`src/rtl/wall_ctrl_multi.sv`:
```
// Multi-wall controller for the game datapath.
//
// Holds N_WALLS walls. Each wall has a READY/MOVE/STOP state and an x position.
// Every frame tick runs one erase/update/draw pass over all walls in index
// order. Every pixel operation goes through a single shared req/done handshake
// to the VGA draw engine.
//
// Ports:
//   clk, reset          system clock, synchronous active-high reset
//   tick                one-cycle frame strobe
//   go/touched/restart  per-wall level controls (touched has priority)
//   draw_req/erase/idx/x  draw engine request; fields are held while req is high
//   draw_done           engine completion pulse; ignored while draw_req is low
//   wall_state          4-bit state code per wall, wall i in [4i+3:4i]
//   wall_x              X_W-bit x per wall, wall i in [X_W*i +: X_W]
//   wrap                one-cycle pulse when wall i wraps back to X_START
//   busy                sequencer is running a pass
module wall_ctrl_multi #(
  parameter int unsigned N_WALLS = 4,
  parameter int unsigned X_W     = 8,
  parameter int unsigned X_START = 159,
  parameter int unsigned STEP    = 1
) (
  input  logic                     clk,
  input  logic                     reset,
  input  logic                     tick,
  input  logic [N_WALLS-1:0]       go,
  input  logic [N_WALLS-1:0]       touched,
  input  logic [N_WALLS-1:0]       restart,
  output logic                     draw_req,
  output logic                     draw_erase,
  output logic [2:0]               draw_idx,
  output logic [X_W-1:0]           draw_x,
  input  logic                     draw_done,
  output logic [4*N_WALLS-1:0]     wall_state,
  output logic [X_W*N_WALLS-1:0]   wall_x,
  output logic [N_WALLS-1:0]       wrap,
  output logic                     busy
);

  localparam int unsigned IdxW   = (N_WALLS > 1) ? $clog2(N_WALLS) : 1;
  localparam logic [2:0]  LastIdx = 3'(N_WALLS - 1);
  localparam logic [X_W-1:0] XStart = X_W'(X_START);
  localparam logic [X_W-1:0] Step   = X_W'(STEP);

  localparam logic [3:0] WReady = 4'b0101;
  localparam logic [3:0] WMove  = 4'b0110;
  localparam logic [3:0] WStop  = 4'b0111;

  typedef enum logic [2:0] {SIdle, SSel, SErase, SUpd, SDraw, SNext} seq_e;

  seq_e                seq_q, seq_d;
  logic [2:0]          idx_q, idx_d;
  logic                pend_q, pend_d;
  logic                req_q, req_d;
  logic                erase_q, erase_d;
  logic [2:0]          didx_q, didx_d;
  logic [X_W-1:0]      dx_q, dx_d;
  logic [N_WALLS-1:0]  wrap_q, wrap_d;
  logic [N_WALLS-1:0]  painted_q, painted_d;
  logic [3:0]          wst_q [N_WALLS];
  logic [3:0]          wst_d [N_WALLS];
  logic [X_W-1:0]      x_q [N_WALLS];
  logic [X_W-1:0]      x_d [N_WALLS];
  logic [IdxW-1:0]     sel;

  // idx_q never exceeds N_WALLS-1, so the narrow select is lossless.
  assign sel = idx_q[IdxW-1:0];

  always_comb begin
    seq_d     = seq_q;
    idx_d     = idx_q;
    pend_d    = pend_q;
    req_d     = req_q;
    erase_d   = erase_q;
    didx_d    = didx_q;
    dx_d      = dx_q;
    wrap_d    = '0;
    painted_d = painted_q;
    wst_d     = wst_q;
    x_d       = x_q;

    // 1-deep tick memory; extra ticks while it is set are dropped.
    if (seq_q != SIdle && tick) pend_d = 1'b1;

    case (seq_q)
      SIdle: begin
        if (tick || pend_q) begin
          idx_d  = 3'd0;
          pend_d = 1'b0;
          seq_d  = SSel;
        end
      end
      SSel: begin
        if (wst_q[sel] == WMove) begin
          seq_d = SErase;
        end else if (wst_q[sel] == WReady && !painted_q[sel]) begin
          painted_d[sel] = 1'b1;
          seq_d          = SDraw;
        end else begin
          seq_d = SNext;
        end
      end
      SErase: begin
        // req is low only on the entry cycle; it drops together with leaving.
        if (!req_q) begin
          req_d   = 1'b1;
          erase_d = 1'b1;
          didx_d  = idx_q;
          dx_d    = x_q[sel];
        end else if (draw_done) begin
          req_d = 1'b0;
          seq_d = SUpd;
        end
      end
      SUpd: begin
        if (x_q[sel] < Step) begin
          x_d[sel]    = XStart;
          wrap_d[sel] = 1'b1;
        end else begin
          x_d[sel] = x_q[sel] - Step;
        end
        seq_d = SDraw;
      end
      SDraw: begin
        if (!req_q) begin
          req_d   = 1'b1;
          erase_d = 1'b0;
          didx_d  = idx_q;
          dx_d    = x_q[sel];
        end else if (draw_done) begin
          req_d = 1'b0;
          seq_d = SNext;
        end
      end
      SNext: begin
        if (idx_q == LastIdx) begin
          seq_d = SIdle;
        end else begin
          idx_d = idx_q + 3'd1;
          seq_d = SSel;
        end
      end
      default: seq_d = SIdle;
    endcase

    // Per-wall state runs every cycle, independent of the scan. Placed after
    // the sequencer so a restart wins over a same-cycle position update.
    for (int unsigned i = 0; i < N_WALLS; i++) begin
      case (wst_q[i])
        WReady: if (go[i] && !touched[i]) wst_d[i] = WMove;
        WMove:  if (touched[i]) wst_d[i] = WStop;
        WStop: begin
          if (restart[i] && !touched[i]) begin
            wst_d[i]     = WReady;
            x_d[i]       = XStart;
            painted_d[i] = 1'b0;
          end
        end
        default: wst_d[i] = WReady;
      endcase
    end
  end

  always_ff @(posedge clk) begin
    if (reset) begin
      seq_q     <= SIdle;
      idx_q     <= 3'd0;
      pend_q    <= 1'b0;
      req_q     <= 1'b0;
      erase_q   <= 1'b0;
      didx_q    <= 3'd0;
      dx_q      <= '0;
      wrap_q    <= '0;
      painted_q <= '0;
      for (int unsigned i = 0; i < N_WALLS; i++) begin
        wst_q[i] <= WReady;
        x_q[i]   <= XStart;
      end
    end else begin
      seq_q     <= seq_d;
      idx_q     <= idx_d;
      pend_q    <= pend_d;
      req_q     <= req_d;
      erase_q   <= erase_d;
      didx_q    <= didx_d;
      dx_q      <= dx_d;
      wrap_q    <= wrap_d;
      painted_q <= painted_d;
      for (int unsigned i = 0; i < N_WALLS; i++) begin
        wst_q[i] <= wst_d[i];
        x_q[i]   <= x_d[i];
      end
    end
  end

  for (genvar g = 0; g < N_WALLS; g++) begin : gen_pack
    assign wall_state[4*g +: 4] = wst_q[g];
    assign wall_x[X_W*g +: X_W] = x_q[g];
  end

  assign draw_req   = req_q;
  assign draw_erase = erase_q;
  assign draw_idx   = didx_q;
  assign draw_x     = dx_q;
  assign wrap       = wrap_q;
  assign busy       = (seq_q != SIdle);

endmodule

```
`config.mk`:
```
export PLATFORM = sky130hd
export DESIGN_NAME = wall_ctrl_multi
export DESIGN_NICKNAME = d
export VERILOG_FILES = /design/src/rtl/wall_ctrl_multi.sv
export SDC_FILE = /design/constraint.sdc
export NUM_CORES = 1
export LEC_CHECK = 0
export ABC_AREA = 1
export CAP_MARGIN = 25
export CORE_ASPECT_RATIO = 0.5
export CORE_MARGIN = 1.5
export CORE_UTILIZATION = 45
export CTS_BUF_LIST = sky130_fd_sc_hd__clkbuf_16
export DETAILED_ROUTE_END_ITERATION = 10
export GPL_TIMING_DRIVEN = 0
export PLACE_DENSITY = 0.79
export SYNTH_ARGS = -nofsm -noshare
export SYNTH_HDL_FRONTEND = slang
export SYNTH_SLANG_ARGS = --single-unit
```
`constraint.sdc`:
```
create_clock -name clk -period 1.9 [get_ports clk]
set_input_delay 0.38 -clock clk [delete_from_list [all_inputs] [get_ports clk]]
set_output_delay 0.38 -clock clk [all_outputs]
set_load 0.02 [all_outputs]
```
==> impl_results.md <==
- Core ar.: 7487 um2
- Gr ovfl total: 0
- Worst skew pair latency: 0.34 ns
- Outcome: finished, violations left
- Layout cell share with drive strength beyond 1: 17.95%
- Cell Pwr Density: 1335 nW/um2
- Fmax: 0.5062 GHz
- CTS sink cnt: 68
- Worst Hold Class: reg -> reg
- DRT antenna net count: 0
- Slew @ Worst Pin: 0.6000 ns
- Max Cap Viol: 0
- Row Count: 22
- Vias per inst: 5.276
- Headroom to the max-slew limit: 59.58%
- Final cell count without fillers: 704
- Final setup viols: 28
- Total power: 0.006828 W
- Initial drt markers: 358
- Post-DP HPWL: 7231 um
- Initial antenna violation count: 0
- Synth top area share: 38.28%
- Crit Path Max Fanout: 9
- Multi-input gate area: 2056 um2
- Hold Slack: 0.4573 ns
- Worst-path clk slew: 0.05 ns
- Unrepaired setup endpoints after global routing: true
- Die area: 8477 um2
- Most frequent cell after synthesis: nand2_1
- Final Critical Period: 1.976 ns
- Vias in the first global route: 3189
- Leakage power: 2.255 nW
- H-tree levels: 3
- Sequential-to-total area share from yosys stat: 38.28%
- DP Cell Count: 677
- # IOs: 82
- Post-synthesis cell type count: 35
- Post-synthesis async set-or-reset flop share: 0%
- Final Wtd Congestion: 0.9321
- Cell Area, Synth: 3556 um2
- Failing checks: negative setup slack
- First-pass GRT wire length: 15600 um
- # diodes: 0
- Crit Path Class: reg -> reg
- Setup crit end kind: flip-flop
- Syn Inst Count: 490
- PortBufs: 73
- Main flop type after synthesis: dfxtp_1
- TritonCTS Buffers: 9
- GRT Total Usage: 24.32%
- Via count: 3714
- Post-synth top cells: nand2_1 (122), dfxtp_1 (68), inv_1 (49), a21oi_1 (40), nand3_1 (33)
- Final worst path period share: 104.0%
- Total Nets Final: 629
- Clock buffer depth: 2
- Syn_area_per_cell: 7.257 um2
- Largest net degree at the start of global routing: 12
- Startpoint Class: flip-flop
- Die H: 65.86 um
- Top cells by area, synth: dfxtp_1 (38%), nand2_1 (13%), ha_1 (7.4%), a21oi_1 (5.6%), inv_1 (5.2%)
- Setup ws final: -0.07562 ns
- # DRC: 0
- Reg area: 1364 um2
- Die width: 128.7 um
- CTS tree: built
- Avg WL per Cell: 14.66 um
- FF+latch count, synth: 68
- Setup Skew: 0.01091 ns
- Fin. Hold Viols: 0
- Worst path required time: 2.09 ns
- Ys Warns: 0
- Area Growth Syn to Fin: 43.81%
- Post-synth EDFFs: 0
- Fillcell total: 617
- VDD IR max: 663.3 uV
- Crit path arrival time: 2.17 ns
- First drt pass iteration count: 6
- Synth area leader: dfxtp_1
- Total wire length: 10320 um
- Starting Density: 47.49%
- Post-layout util: 68.30%
- Clock Tree Root: clkbuf_16
- Max Slew Vio Count: 0
-- report_power, final --
group	switching [W]	leakage, nW	internal, W	total, W
logic	0.00176	1.52	0.00114	0.00289
registers	0.000250	0.554	0.00169	0.00194
clock network	0.000596	0.177	0.00140	0.00199
total	0.00260	2.25	0.00423	0.00683
-- placed cells by master (no fill, tap or decap), types with 3 or more instances in the layout --
cell               n
nand2_1          115
nand3_2            5
nand3_1           28
buf_6              5
clkbuf_16          9
o21ai_0           27
conb_1             8
o21ai_1            4
buf_4             18
nor2_4             4
a21oi_4            4
or2_2              8
nor2_1            25
o22ai_1           15
nand2_4            8
nand2_2           12
nand4_1            5
ha_1              19
bufinv_16          4
nor2_2             6
inv_2              5
buf_8              3
a21oi_1           40
dfxtp_1           66
clkdlybuf4s50_1   72
inv_1             48
nor3_1             3
-- metrics by stage --
step	setup TNS (ns)	setup slack, ns	area, um2
2_1_floorplan	0	0.1142	3578
3_3_place_gp	-9.762	-0.3303	4444
3_5_place_dp	-10.26	-0.3503	4444
4_1_cts	-0.06510	-0.02069	4925
5_1_grt	-2.755	-0.1564	5114
6_report	-0.6278	-0.07562	5114
-- routing by layer --
layer	vias up	part of all wire, %	global-route usage, %
li1	1798	-	-
met1	1699	44	32.30
met2	191	44	38.44
met3	26	9.5	7.201
met4	0	1.8	7.163
met5	-	0	0
-- kinds of logic after synthesis --
kind of cell	share of synthesized area (%)
compound gates	16.40
fa+ha+maj	7.389
buf+inv	9.606
flops	38.28
other cells	0.2112
simple gates	28.11
-- layout make-up --
type / count / area share, %
multi-input cells: 354 / 40.20
flip-flops and latches: 68 / 26.67
repair buffers: 85 / 16.17
clock buffers: 9 / 4.404
inverters: 53 / 4.037
plain buffers: 21 / 3.352
well taps: 108 / 2.643
clock inverters: 6 / 2.520
-- sequential cells by signal, summed over array words and instances (netlist names) --
name        cells
idx_q           3
draw_idx        3
wall_x         32
draw_erase      1
wall_state      8
draw_req        1
painted_q       4
draw_x          8
wrap            4
pend_q          1
seq_q           3
-- repair_timing --
| item | CTS | global route |
|---|---|---|
| setup buffers | 5 | 7 |
| pin swaps | 5 | 13 |
| endpoints found under the setup margin | 37 | 40 |
| hold buffers | 0 | 0 |
| resized for setup | 21 | 43 |
-- final timing paths --
kind	to	cells past startpoint	from	slack [ns]
min	draw_erase$_SDFFE_PP0P_	2	draw_erase$_SDFFE_PP0P_	0.46
min reg2reg	draw_erase$_SDFFE_PP0P_	2	draw_erase$_SDFFE_PP0P_	0.46
max reg2reg	wall_x[22]$_SDFF_PP0_	7	seq_q[1]$_SDFFE_PP0P_	-0.08
max	wall_x[22]$_SDFF_PP0_	7	seq_q[1]$_SDFFE_PP0P_	-0.08
-- critical path: stages, from the launching register on --
cell,delay (ns)
dfxtp_1,0.41
nand2_1,0.13
nor2_4,0.25
inv_1,0.29
nor2_1,0.47
inv_1,0.13
nand2_1,0.08
a21oi_1,0.06
Power figures use the tool's default switching activity.
